$ cat src/rtl/btn_press_classifier.sv
// Debounces a bouncy push-button and classifies each press as short or long.
// Define BTN_AUTO_REPEAT_EN to add periodic repeat_pulse events during a long hold.
module btn_press_classifier #(
    parameter int DEBOUNCE_CYCLES   = 125000,
    parameter int LONG_PRESS_CYCLES = 125000000,
    parameter int REPEAT_CYCLES     = 25000000
) (
    input  logic clk,
    input  logic reset_p,
    input  logic btn_raw,
    output logic btn_level,
    output logic press_pulse,
    output logic release_pulse,
    output logic short_pulse,
    output logic long_pulse,
    output logic repeat_pulse
);

    localparam int DB_W   = (DEBOUNCE_CYCLES > 1) ? $clog2(DEBOUNCE_CYCLES) : 1;
    localparam int HOLD_W = (LONG_PRESS_CYCLES > 1) ? $clog2(LONG_PRESS_CYCLES) : 1;

    localparam logic [DB_W-1:0]   DB_LAST   = DB_W'(DEBOUNCE_CYCLES - 1);
    localparam logic [HOLD_W-1:0] HOLD_LAST = HOLD_W'(LONG_PRESS_CYCLES - 1);

    typedef enum logic [1:0] {
        ST_IDLE = 2'd0,
        ST_HELD = 2'd1,
        ST_LONG = 2'd2
    } state_t;

    logic              r_sync_p0;
    logic              r_sync_p1;
    logic              w_btn_s;
    logic              w_differs;
    logic [DB_W-1:0]   r_db_cnt;
    logic              r_btn_level;
    logic              r_press;
    logic              r_release;
    logic [HOLD_W-1:0] r_hold_cnt;
    logic              w_hold_last;
    state_t            r_state;
    state_t            w_state_nxt;
    logic              w_short;
    logic              w_long;
    logic              w_repeat;

    // Stage p0/p1: two-flop synchronizer for the asynchronous button input
    always_ff @(posedge clk) begin
        if (reset_p) begin
            r_sync_p0 <= 1'b0;
            r_sync_p1 <= 1'b0;
        end else begin
            r_sync_p0 <= btn_raw;
            r_sync_p1 <= r_sync_p0;
        end
    end

    assign w_btn_s   = r_sync_p1;
    assign w_differs = (w_btn_s != r_btn_level);

    // Debounce: accept a level only after it differs for DEBOUNCE_CYCLES cycles
    always_ff @(posedge clk) begin
        if (reset_p) begin
            r_db_cnt    <= '0;
            r_btn_level <= 1'b0;
            r_press     <= 1'b0;
            r_release   <= 1'b0;
        end else begin
            r_press   <= 1'b0;
            r_release <= 1'b0;
            if (!w_differs) begin
                r_db_cnt <= '0;
            end else if (r_db_cnt == DB_LAST) begin
                r_db_cnt    <= '0;
                r_btn_level <= w_btn_s;
                r_press     <= w_btn_s;
                r_release   <= ~w_btn_s;
            end else begin
                r_db_cnt <= r_db_cnt + 1'b1;
            end
        end
    end

    assign w_hold_last = (r_hold_cnt == HOLD_LAST);

    // Hold counter stops at the threshold because HELD is left on that cycle
    always_ff @(posedge clk) begin
        if (reset_p) begin
            r_hold_cnt <= '0;
        end else if (r_state == ST_IDLE && r_press) begin
            r_hold_cnt <= '0;
        end else if (r_state == ST_HELD && !w_hold_last) begin
            r_hold_cnt <= r_hold_cnt + 1'b1;
        end
    end

`ifdef BTN_AUTO_REPEAT_EN
    localparam int REP_W = (REPEAT_CYCLES > 1) ? $clog2(REPEAT_CYCLES) : 1;
    localparam logic [REP_W-1:0] REP_LAST = REP_W'(REPEAT_CYCLES - 1);

    logic [REP_W-1:0] r_rep_cnt;
    logic             w_rep_last;

    assign w_rep_last = (r_rep_cnt == REP_LAST);

    always_ff @(posedge clk) begin
        if (reset_p) begin
            r_rep_cnt <= '0;
        end else if (w_long) begin
            r_rep_cnt <= '0;
        end else if (r_state == ST_LONG) begin
            r_rep_cnt <= w_rep_last ? '0 : r_rep_cnt + 1'b1;
        end
    end
`endif

    // FSM state register
    always_ff @(posedge clk) begin
        if (reset_p) begin
            r_state <= ST_IDLE;
        end else begin
            r_state <= w_state_nxt;
        end
    end

    // FSM next-state logic; a release always takes priority over the long threshold
    always_comb begin
        w_state_nxt = r_state;
        case (r_state)
            ST_IDLE: begin
                if (r_press) begin
                    w_state_nxt = ST_HELD;
                end
            end
            ST_HELD: begin
                if (r_release) begin
                    w_state_nxt = ST_IDLE;
                end else if (w_hold_last) begin
                    w_state_nxt = ST_LONG;
                end
            end
            ST_LONG: begin
                if (r_release) begin
                    w_state_nxt = ST_IDLE;
                end
            end
            default: w_state_nxt = ST_IDLE;
        endcase
    end

    // FSM outputs: classification pulses are mutually exclusive by construction
    always_comb begin
        w_short  = 1'b0;
        w_long   = 1'b0;
        w_repeat = 1'b0;
        case (r_state)
            ST_HELD: begin
                w_short = r_release;
                w_long  = w_hold_last & ~r_release;
            end
            ST_LONG: begin
`ifdef BTN_AUTO_REPEAT_EN
                w_repeat = w_rep_last & ~r_release;
`endif
            end
            default: ;
        endcase
    end

    assign btn_level     = r_btn_level;
    assign press_pulse   = r_press;
    assign release_pulse = r_release;
    assign short_pulse   = w_short;
    assign long_pulse    = w_long;
`ifdef BTN_AUTO_REPEAT_EN
    assign repeat_pulse  = w_repeat;
`else
    assign repeat_pulse  = 1'b0;
`endif

endmodule
$ cat config.mk
export PLATFORM = sky130hd
export DESIGN_NAME = btn_press_classifier
export DESIGN_NICKNAME = d
export VERILOG_FILES = /design/src/rtl/btn_press_classifier.sv
export SDC_FILE = /design/constraint.sdc
export NUM_CORES = 1
export LEC_CHECK = 0
export ABC_AREA = 1
export BUFFER_PORTS_ARGS = -buffer_cell sky130_fd_sc_hd__buf_2
export CELL_PAD_IN_SITES_DETAIL_PLACEMENT = 0
export CELL_PAD_IN_SITES_GLOBAL_PLACEMENT = 1
export CORE_UTILIZATION = 45
export DETAILED_ROUTE_END_ITERATION = 8
export GPL_TIMING_DRIVEN = 0
export PLACE_DENSITY_LB_ADDON = 0.25
export SYNTH_ARGS = -nofsm -noshare
export SYNTH_HDL_FRONTEND = slang
export SYNTH_SLANG_ARGS = --single-unit
$ cat constraint.sdc
create_clock -name clk -period 3.8 [get_ports clk]
set_clock_uncertainty 0.15 [all_clocks]
set_input_delay 0.57 -clock clk [delete_from_list [all_inputs] [get_ports clk]]
set_output_delay 0.57 -clock clk [all_outputs]
set_load 0.01 [all_outputs]
# After elaboration in Yosys (flattened, before gate mapping)
# Index checks and enable logic that the tools add are counted.
# totals
reg_bits,51
in_bits,3
output_inout_bits,6
elab_cells,39
# op_classes
n_addsub,2
eq_ne,8
muxes,7
bitwise_logic,5
reduce_logical,9
# op_table
cell,count
27-bit by 1-bit adder with 27-bit output (second input constant),1
27-bit == test (second input constant),1
17-bit by 1-bit adder with 17-bit output (second input constant),1
17-bit == test (second input constant),1
2-bit 2-to-1 mux,4
2-bit case mux with 3 select lines,1
3-bit OR reduction,2
2-bit inequality test (second input constant),2
1-bit inverter,4
3-bit inequality test (second input constant),1
3-bit AND reduction,1
2-bit by 1-bit == test with 1-bit output (second input constant),1
2-bit == test (second input constant),1
1-bit logical AND,2
2-bit logical NOT,1
1-bit 2-to-1 mux,2
2-bit AND reduction,1
2-bit OR reduction,1
1-bit bitwise AND,1
1-bit logical NOT,1
1-bit inequality test,1

# Logic depth before layout (Yosys ltp)
# logic_depth
ltp_word,4
depth_mapped,11
depth_no_buf,11

# Least setup slack after synthesis
# OpenSTA, ideal clock, no wires.
# synth_timing
path_kind,reg-to-output
from,reg r_hold_cnt[0]
to,out long_pulse
arrival_time_ns,1.267
required_ns,3.080
setup_slack_ns,1.813
stages_incl_launch_ff,5
path_buffers,0
path_cell_list,dfxtp_1 > ha_1 > nand3_1 > nor3b_1 > and3_1
# synth_via
elab_chain_cells,3
# synth_lines
element,line,text
from (decl),39,logic [HOLD_W-1:0] r_hold_cnt;
from (signal assigned),93,r_hold_cnt <= r_hold_cnt + 1'b1;
27-bit == test,84,assign w_hold_last = (r_hold_cnt == HOLD_LAST);
1-bit bitwise AND,159,w_long = w_hold_last & ~r_release;
1-bit 2-to-1 mux,156,case (r_state)
to (decl),15,"output logic long_pulse,"
# Every way passes these cells.

# Worst setup path after layout
# Ends and elaborated chain as after synthesis.

==> flow_metrics.env <==
export IMPL_slew_violations=0
export IMPL_antenna_found_initial=0
export IMPL_rows=28
export IMPL_required_ns=3.08
export IMPL_slowest_delay_ns=0.45
export IMPL_insertion_delay_ns=0.31
export IMPL_post_drt_wl_per_cell_um=12.39
export IMPL_via_per_inst=5.075
export IMPL_die_h_um=82.14
export IMPL_cts_setup_buffers=0
export IMPL_synthesis_nets=465
export IMPL_layout_min_cycle_time_ns=2.788
export IMPL_fillers=654
export IMPL_drt_initial_drc_count=129
export IMPL_seq_power_share_pct=59.3
export IMPL_power_leakage_nw=1.028
export IMPL_clockPowerShare_pct=39.1
export IMPL_place_gp_congestion=0.8583
export IMPL_post_dp_cell_area_um2=3019
export IMPL_vias=2791
export IMPL_cts_buffers_inserted=5
export IMPL_drt_wl_total_um=6817
export IMPL_core_um2=6061
export IMPL_first_pass_iters=4
export IMPL_fin_crit_sh_pct=73.38
export IMPL_outcome="completed"
export IMPL_p_int_mw=0.7053
export IMPL_power_switching_mw=0.1989
export IMPL_numPortBuffers=7
export IMPL_hold_path_class="reg -> reg"
export IMPL_grt_pass1_wl_um=11900
export IMPL_syn_avg_cell_area_um2=6.283
export IMPL_ys_types=32
export IMPL_crit_path_end_kind="output pin"
export IMPL_power_mw=0.9042
export IMPL_cts_tree="built"
export IMPL_grt_max_degree=16
export IMPL_cts_hold_buf=0
export IMPL_drive_gt1_share_pct=6.737
export IMPL_instances_no_fill=550
export IMPL_overflow=0
export IMPL_power_density_nw_per_um2=289.5
export IMPL_cp_arrival_ns=2.07
export IMPL_post_dp_hpwl_um=5289
export IMPL_clk_pin_slew_ns=0.09
export IMPL_synth_cells=460
export IMPL_critical_path_class="reg -> out"
export IMPL_setup_viol=0
export IMPL_clk_path_buf_depth=2
export IMPL_fmax_ghz=0.3586
export IMPL_antennaDiodeCount=0
export IMPL_yosysWarnings=0
export IMPL_area_delta_synth_final_pct=8.052
export IMPL_die_area_um2=6747
export IMPL_switching_share_pct=22.00
export IMPL_ios=9
export IMPL_mappedNetlistArea_um2=2890
export IMPL_cp_start_kind="flop"
export IMPL_worst_path_max_fanout=7
export IMPL_ir_drop_mv=0.1694
export IMPL_cts_root_buffer="clkbuf_8"
export IMPL_path_cells="ha_1, nand3_1, nor3b_1, and3_1, buf_2"
export IMPL_dp_cells=542
export IMPL_hold_viol=0
export IMPL_setup_tns_ns=0
export IMPL_tightestPinTransition_ns=0.5731
export IMPL_fin_nets=479
export IMPL_grt_use_total_pct=23.54
export IMPL_start_util_pct=47.69
export IMPL_grt_pass1_vias=2570
export IMPL_max_slew_margin_rel_pct=61.79
export IMPL_multiInputGateArea_um2=1647
export IMPL_rsz0062_at_grt="no"
export IMPL_h_tree_depth=2
export IMPL_cts_resized=0
export IMPL_synth_ff_latch_count=51
export IMPL_crit_family="simple AND/OR/NAND/NOR gates"
export IMPL_cp_slowest_cell="dfxtp_1"
export IMPL_die_width_um=82.14
export IMPL_cap_violations=0
export IMPL_drc=0
export IMPL_final_area_um2=3123
export IMPL_seq_area_um2=1021
export IMPL_seq_area_frac_synth_pct=35.32
export IMPL_p_comb_share_pct=1.6
export IMPL_ant_nets=0
export IMPL_cts_sinks=51
export IMPL_crit_buf_inv=1
[registers in the layout, summed over array words and instances, names as in the netlist]
name	count
press_pulse	1
r_db_cnt	17
r_hold_cnt	27
btn_level	1
r_sync_p0	1
release_pulse	1
r_sync_p1	1
r_state	2
[cell usage after synthesis, drive strengths merged]
cell type  instances  share of area [%]
nand2            162                 21
clkbuf             2               0.26
xnor2              7                2.1
a21oi             34                6.0
nor2              86                 12
conb               1               0.13
xor2              11                3.3
dfxtp             51                 35
o31ai              1               0.26
nand3             24                4.3
ha                 2               0.87
nor4               2               0.43
o21ai              4               0.69
and3               1               0.22
buf                6                2.0
inv               42                5.5
nor3b              2               0.52
o211ai             1               0.26
nor3               7                1.2
o21bai             2               0.52
nand4              9                1.9
or2                1               0.22
a31oi              1               0.22
o21a               1               0.26
[worst register-to-register path: stages, from the launching register on]
cell and delay (ns):
dfxtp_1 0.45, ha_1 0.34, nand3_1 0.28, nor2_1 0.43
nand3_1 0.15, xnor2_1 0.16, nand2_1 0.07, a21oi_1 0.10
[stage by stage]
stage	setup slack [ns]	utilization (%)	hold WS, ns
after CTS	0.9655	51.53	0.2661
after global placement	1.314	49.81	0.2459
after global routing	0.7784	51.53	0.2924
final	1.012	51.53	0.2634
after detailed placement	1.327	49.81	0.2526
after floorplan	1.813	-	0.2383
[area by class of cell]
class	count	share of cell area (%)
plain buffers	8	2.083
repair buffers	7	1.122
multi-input cells	359	52.72
clock inverters	1	0.2404
well taps	75	3.005
flip-flops and latches	51	32.69
inverters	42	5.048
clock buffers	7	3.085
[kinds of logic after synthesis]
family | after synthesis | share of synthesized area, %
and+or+nand+nor | 294 | 42.29
buffers and inverters | 50 | 7.706
DFF | 51 | 35.32
adders and majority gates | 2 | 0.8657
other | 1 | 0.1297
AOI/OAI and AO/OA | 44 | 8.226
xor gates and xnor gates | 18 | 5.455
[layout by cell type, fill, tap and decap left out, drive strengths merged, types with 4 or more instances in the layout]
cell / n
nor3: 7
buf: 13
nand4: 9
a21oi: 34
xor2: 11
o21ai: 4
nor2: 86
dfxtp: 51
inv: 42
nand2: 162
nand3: 24
clkbuf: 9
xnor2: 7
[power groups by stage]
| stage | clock network [mW] | logic (mW) | registers (mW) |
|---|---|---|---|
| CTS | 0.366 | 0.0143 | 0.536 |
| global route | 0.383 | 0.0162 | 0.537 |
| global placement | 0 | 0.0140 | 0.549 |
| detailed placement | 0 | 0.0143 | 0.549 |
| finish | 0.354 | 0.0140 | 0.536 |
| floorplan | 0 | 0.00915 | 0.548 |
[routing by layer]
metal	part of all wire, %	vias to the layer above	global-route usage (%)	wire [um]
met5	0	-	0	0
met4	0.65	0	6.667	44
met3	2.0	4	3.626	133
met2	47	27	39.17	3182
met1	51	1284	31.42	3455
li1	-	1476	-	-
[final timing paths]
| kind | start | to | slack [ns] | cells after the start |
|---|---|---|---|---|
| min | r_sync_p0$_SDFF_PP0_ | r_sync_p1$_SDFF_PP0_ | 0.26 | 2 |
| min reg2reg | r_sync_p0$_SDFF_PP0_ | r_sync_p1$_SDFF_PP0_ | 0.26 | 2 |
| max | r_hold_cnt[0]$_SDFFE_PP0P_ | long_pulse | 1.01 | 5 |
| max reg2reg | r_hold_cnt[0]$_SDFFE_PP0P_ | r_hold_cnt[14]$_SDFFE_PP0P_ | 1.61 | 7 |
Note: power is estimated with default switching activity, not from simulation.
